==> config.mk <==
export PLATFORM = sky130hd
export DESIGN_NAME = rtc_lectura_bus
export DESIGN_NICKNAME = d
export VERILOG_FILES = /design/src/rtl/rtc_lectura_bus.sv
export SDC_FILE = /design/constraint.sdc
export NUM_CORES = 1
export LEC_CHECK = 0
export BUFFER_PORTS_ARGS = -buffer_cell sky130_fd_sc_hd__buf_2
export CORE_MARGIN = 2
export CORE_UTILIZATION = 57
export DETAILED_ROUTE_END_ITERATION = 10
export MAX_ROUTING_LAYER = met4
export PLACE_DENSITY = 0.75
export SLEW_MARGIN = 40
export SYNTH_ARGS = -nofsm -noshare
export SYNTH_HDL_FRONTEND = slang
export SYNTH_SLANG_ARGS = --single-unit
==> constraint.sdc <==
create_clock -name clk -period 2.81 [get_ports clk]
set_input_delay 0.1405 -clock clk [delete_from_list [all_inputs] [get_ports clk]]
set_output_delay 0.1405 -clock clk [all_outputs]
set_load 0.1 [all_outputs]
==> src/rtl/rtc_lectura_bus.sv <==
// Periodic 11-register read of the RTC multiplexed bus with atomic commit to datos0..datos10.
// Optional BCD validation of each byte (frame dropped on error) under `RTC_LECTURA_BCD_CHECK_EN.
module rtc_lectura_bus #(
  parameter int T_FASE  = 10,
  parameter int PERIODO = 1_000_000
) (
  input  logic       clk,
  input  logic       reset,
  input  logic       pausa,
  input  logic [7:0] ad_in,
  output logic [7:0] ad_out,
  output logic       ad_oe,
  output logic       cs_n,
  output logic       rd_n,
  output logic       wr_n,
  output logic       a_d,
  output logic       ocupado,
  output logic       listo,
`ifdef RTC_LECTURA_BCD_CHECK_EN
  output logic       error_bcd,
`endif
  output logic [7:0] datos0,
  output logic [7:0] datos1,
  output logic [7:0] datos2,
  output logic [7:0] datos3,
  output logic [7:0] datos4,
  output logic [7:0] datos5,
  output logic [7:0] datos6,
  output logic [7:0] datos7,
  output logic [7:0] datos8,
  output logic [7:0] datos9,
  output logic [7:0] datos10
);
  localparam int FW = (T_FASE > 1) ? $clog2(T_FASE) : 1;
  localparam int PW = $clog2(PERIODO);
  localparam logic [FW-1:0] FASE_ULT = FW'(T_FASE - 1);
  localparam logic [PW-1:0] PER_ULT  = PW'(PERIODO - 1);
  localparam logic [3:0]    IDX_ULT  = 4'd10;

  typedef enum logic [2:0] {IDLE, DIR, ESP1, LEER, ESP2, COMMIT} estado_t;

  function automatic logic [7:0] dir_tabla(input logic [3:0] i);
    case (i)
      4'd0:    dir_tabla = 8'h21;
      4'd1:    dir_tabla = 8'h22;
      4'd2:    dir_tabla = 8'h23;
      4'd3:    dir_tabla = 8'h24;
      4'd4:    dir_tabla = 8'h25;
      4'd5:    dir_tabla = 8'h26;
      4'd6:    dir_tabla = 8'h27;
      4'd7:    dir_tabla = 8'h28;
      4'd8:    dir_tabla = 8'h41;
      4'd9:    dir_tabla = 8'h42;
      4'd10:   dir_tabla = 8'h43;
      default: dir_tabla = 8'h00;
    endcase
  endfunction

  estado_t          estado_q, estado_d;
  logic [FW-1:0]    fase_q, fase_d;
  logic [3:0]       idx_q, idx_d;
  logic [PW-1:0]    per_q;
  logic             pend_q;
  logic             toma, ultimo, captura, entra_commit, commit_ok;
  logic [10:0][7:0] shadow_q, datos_q;
  logic [7:0]       ad_out_q;
  logic             ad_oe_q, cs_n_q, rd_n_q, wr_n_q, a_d_q, ocupado_q, listo_q;

  always_comb begin
    estado_d = estado_q;
    fase_d   = fase_q;
    idx_d    = idx_q;
    toma     = 1'b0;
    ultimo   = (fase_q == FASE_ULT);
    case (estado_q)
      IDLE: if (pend_q && !pausa) begin
        toma     = 1'b1;
        idx_d    = '0;
        fase_d   = '0;
        estado_d = DIR;
      end
      DIR, ESP1, LEER: begin
        fase_d = ultimo ? '0 : fase_q + 1'b1;
        if (ultimo) estado_d = (estado_q == DIR) ? ESP1 : (estado_q == ESP1) ? LEER : ESP2;
      end
      ESP2: begin
        fase_d = ultimo ? '0 : fase_q + 1'b1;
        if (ultimo) begin
          if (idx_q < IDX_ULT) begin
            idx_d    = idx_q + 1'b1;
            estado_d = DIR;
          end else begin
            estado_d = COMMIT;
          end
        end
      end
      COMMIT:  estado_d = IDLE;
      default: estado_d = IDLE;
    endcase
  end

  assign captura      = (estado_q == LEER) && ultimo;
  assign entra_commit = (estado_d == COMMIT);

`ifdef RTC_LECTURA_BCD_CHECK_EN
  logic bcd_mal_q, byte_mal, error_bcd_q;
  assign byte_mal  = (ad_in[7:4] > 4'd9) || (ad_in[3:0] > 4'd9);
  assign commit_ok = !bcd_mal_q;
  assign error_bcd = error_bcd_q;

  always_ff @(posedge clk) begin
    if (!reset) begin
      bcd_mal_q   <= 1'b0;
      error_bcd_q <= 1'b0;
    end else begin
      if (estado_q == IDLE)        bcd_mal_q <= 1'b0;
      else if (captura && byte_mal) bcd_mal_q <= 1'b1;
      error_bcd_q <= entra_commit && bcd_mal_q;
    end
  end
`else
  assign commit_ok = 1'b1;
`endif

  // Outputs are registered from the next state so they line up with estado_q and never glitch.
  always_ff @(posedge clk) begin
    if (!reset) begin
      estado_q  <= IDLE;
      fase_q    <= '0;
      idx_q     <= '0;
      per_q     <= '0;
      pend_q    <= 1'b0;
      shadow_q  <= '0;
      datos_q   <= '0;
      ad_out_q  <= '0;
      ad_oe_q   <= 1'b0;
      cs_n_q    <= 1'b1;
      rd_n_q    <= 1'b1;
      wr_n_q    <= 1'b1;
      a_d_q     <= 1'b1;
      ocupado_q <= 1'b0;
      listo_q   <= 1'b0;
    end else begin
      estado_q <= estado_d;
      fase_q   <= fase_d;
      idx_q    <= idx_d;
      per_q    <= (per_q == PER_ULT) ? '0 : per_q + 1'b1;
      // A wrap landing on the same edge as a frame start re-arms the trigger.
      if (toma)              pend_q <= 1'b0;
      if (per_q == PER_ULT)  pend_q <= 1'b1;
      for (int i = 0; i < 11; i++)
        if (captura && idx_q == 4'(i)) shadow_q[i] <= ad_in;
      if (entra_commit && commit_ok) datos_q <= shadow_q;
      ad_out_q  <= (estado_d == DIR) ? dir_tabla(idx_d) : 8'h00;
      ad_oe_q   <= (estado_d == DIR);
      cs_n_q    <= !((estado_d == DIR) || (estado_d == LEER));
      wr_n_q    <= (estado_d != DIR);
      rd_n_q    <= (estado_d != LEER);
      a_d_q     <= (estado_d != DIR);
      ocupado_q <= (estado_d != IDLE);
      listo_q   <= entra_commit && commit_ok;
    end
  end

  assign ad_out  = ad_out_q;
  assign ad_oe   = ad_oe_q;
  assign cs_n    = cs_n_q;
  assign rd_n    = rd_n_q;
  assign wr_n    = wr_n_q;
  assign a_d     = a_d_q;
  assign ocupado = ocupado_q;
  assign listo   = listo_q;
  assign datos0  = datos_q[0];
  assign datos1  = datos_q[1];
  assign datos2  = datos_q[2];
  assign datos3  = datos_q[3];
  assign datos4  = datos_q[4];
  assign datos5  = datos_q[5];
  assign datos6  = datos_q[6];
  assign datos7  = datos_q[7];
  assign datos8  = datos_q[8];
  assign datos9  = datos_q[9];
  assign datos10 = datos_q[10];
endmodule

==> impl_metrics.tcl <==
set metrics [dict create \
    seq_power_share_pct 51.5 \
    htreeDepth 1 \
    tightest_slew_ns 0.708 \
    p_clk_share_pct 46.4 \
    status "complete, no violations" \
    grt_pass1_wl_um 29700 \
    die_x_um 128 \
    cp_data_arrival_time_ns 2.71 \
    synth_cells 960 \
    ir_drop_mv 0.674 \
    place_area_sq_mm 0.00926 \
    setup_viol 0 \
    worstPathMaxFanout 5 \
    num-fill-cells 1249 \
    dr_wl_met2_um 8150 \
    slew-limit-headroom_pct 52.8 \
    swShare_pct 20.3 \
    cts_root_buf "clkbuf_16" \
    final_cell_mix "nand2_1, dfxtp_1, a21boi_0" \
    initial_core_util_pct 57.9 \
    io_pins 114 \
    syn_to_final_growth_pct 14.5 \
    yosysSeqAreaShare_pct 50.6 \
    critical_path_class "register to register" \
    rr_endpoint "ad_out[2]$_SDFF_PP0_" \
    routed_wl_um 18100 \
    post-route-cell-area_sq_mm 0.00996 \
    gp_congestion 0.837 \
    p_int_w 0.00484 \
    ctsHoldBuffers 1 \
    syn_area_per_cell_sq_um 9.07 \
    slew_viol_final 0 \
    hold_viol 0 \
    p_leak_nw 3.83 \
    rrSetupSlack_ns 0.52 \
    vias_per_cell 5.26 \
    core-area_sq_mm 0.0150 \
    clk_path_buf_depth 3 \
    tns_ns 0 \
    ant_nets 0 \
    crit_end "ad_out[2]$_SDFF_PP0_" \
    synth-edff-count 0 \
    placedCellCount 1198 \
    crit_path_start_kind "register" \
    largestRegisters "shadow_q: 88 flops, per_q: 20 flops" \
    largest_reg_flops 88 \
    p_comb_share_pct 2.1 \
    cts-buffers-inserted 22 \
    antenna_found_initial 0 \
    drive_gt1_share_pct 16.0 \
    r2r_cells 10 \
    synth-async-reset-ratio_pct 0 \
    grt_max_degree 191 \
    dieArea_sq_mm 0.0163 \
    syn_area_sq_mm 0.00870 \
    avgRoutedWirePerCell_um 14.6 \
    hpwl_um 11000 \
    synthDistinctLibCells 54 \
    grt_usage_pct 22.6 \
    clock_latency_ns 0.50 \
    top_layer_used "met4" \
    layout.nets 1055 \
    drc 0 \
    r2r_start "fase_q[1]$_SDFFE_PN0P_" \
    fmax_mhz 437 \
    fin_crit_ns 2.29 \
    timing.final.crit_share_pct 81.5 \
    antenna_cells 0 \
    port_buffers 111 \
    wl_met3_um 878 \
    layout.cells.non_filler 1237 \
    p_switching_w 0.00123 \
    yosys_register_bits 220 \
    layout_commonest_cell "nand2_1" \
    cp.required_ns 3.23 \
    grt_pass1_vias 5990 \
    cts_resized 0 \
    cts.reportedPaths.clkPinSlew_ns 0.06 \
    drt_first_pass_iters 5 \
    crit_start "fase_q[1]$_SDFFE_PN0P_" \
    overflow 0 \
    dr.first_iter.drc_count 501 \
    cts_setup_buffers 0 \
    rsz0062_at_grt "no" \
    clock_sinks 220 \
    min_path_type "input pin to register" \
    power_density_mw_per_mm2 609 \
    via_count 6510 \
    die_h_um 128 \
    top_register "shadow_q" \
    cap_violations 0 \
    drt-met1-wl_um 8740 \
    cts_tree "built" \
    finClkSkew_ns 0.0119 \
    synthFlopType "dfxtp_1" \
    critical_path.endpoint_type "register" \
    row_count 45 \
    ys_warn_count 0 \
]
area by class of cell:
class / count / area, sq um / area share [%]
Tap cell: 188 / 235 / 2.36
Sequential cell: 220 / 4400 / 44.2
Timing Repair Buffer: 123 / 679 / 6.82
Clock buffer: 34 / 647 / 6.49
Multi-Input combinational cell: 661 / 3930 / 39.4
Inverter: 7 / 26.3 / 0.264
Clock inverter: 4 / 45.0 / 0.452
cells in the mapped netlist (2+ instances only):
cell type	n	area share, %
a21boi_1	24	2.1
and2_1	8	0.58
nand4b_1	2	0.20
nand4_1	5	0.36
a21boi_0	115	9.9
and3_1	10	0.72
xnor2_1	3	0.30
mux2i_1	40	4.6
buf_4	9	0.78
xor2_1	16	1.6
dfxtp_1	220	51
nor2_1	25	1.1
nand3_2	2	0.23
nand3b_2	3	0.39
clkbuf_1	39	1.7
inv_1	7	0.30
nand2_1	239	10
nor2b_1	45	3.2
o21ai_0	6	0.35
ha_1	9	1.3
nand3_1	63	3.6
nor3_1	4	0.23
nor4_1	3	0.22
nor3b_1	4	0.35
a21oi_1	5	0.29
or3_1	4	0.29
buf_2	20	1.2
buf_6	4	0.52
worst max-delay path: stages, from the launching register on:
cell and delay (ns):
dfxtp_1 0.36, inv_1 0.07, ha_1 0.20, and3b_1 0.25, nand3_1 0.14, mux2_2 0.35, nand2_1 0.09, inv_1 0.07
ha_1 0.19, or3_1 0.36, a21oi_1 0.12
worst min path at each step:
stage                                 from                         to  slack (ns)  cells past startpoint
finish                            ad_in[7]  shadow_q[87]$_SDFFE_PN0P_        0.04                      3
global route                      ad_in[7]  shadow_q[31]$_SDFFE_PN0P_        0.05                      3
CTS                               ad_in[7]  shadow_q[87]$_SDFFE_PN0P_        0.03                      3
detailed placement  datos2[2]$_SDFFE_PN0P_     datos2[2]$_SDFFE_PN0P_        0.44                      2
global placement    datos3[2]$_SDFFE_PN0P_     datos3[2]$_SDFFE_PN0P_        0.44                      2
floorplan                            reset         ocupado$_SDFF_PN0_        0.30                      2
cell families (layout without fill, tap and decap cells):
group           after synthesis  count (layout)  share of synthesized area [%]
compound gates              160             160                           13.5
xor+xnor                     19              19                           1.91
fa+ha+maj                     9               9                           1.29
buf+inv                      80             168                           4.49
flops                       220             220                           50.6
mux                          41              41                           4.73
other cells                   1               2                         0.0431
simple gates                430             430                           23.4
layer usage:
layer  vias to the layer above  track usage (%)
met1                      3033             31.1
met5                         -                -
li1                       3323                -
met2                       133             34.9
met3                        21             4.02
met4                         0             5.43
power by group through the flow:
stage           logic, W  clock network [W]  registers [W]
3_5_place_dp    0.000126                  0        0.00319
3_3_place_gp    0.000128                  0        0.00320
5_1_grt         0.000135            0.00300        0.00312
6_report        0.000127            0.00282        0.00313
4_1_cts         0.000127            0.00286        0.00313
2_1_floorplan  0.0000944                  0        0.00319
metrics by stage:
step	worst slack [ns]	power, W	hold WS, ns	utilization (%)
finish	0.520	0.00607	0.0387	66.3
global route	0.357	0.00626	0.0514	66.3
CTS	0.530	0.00611	0.0315	66.2
detailed placement	0.588	0.00332	0.443	61.6
global placement	0.623	0.00332	0.441	61.5
floorplan	0.682	0.00329	0.296	-
No activity file was read; power rests on OpenSTA's default activity.
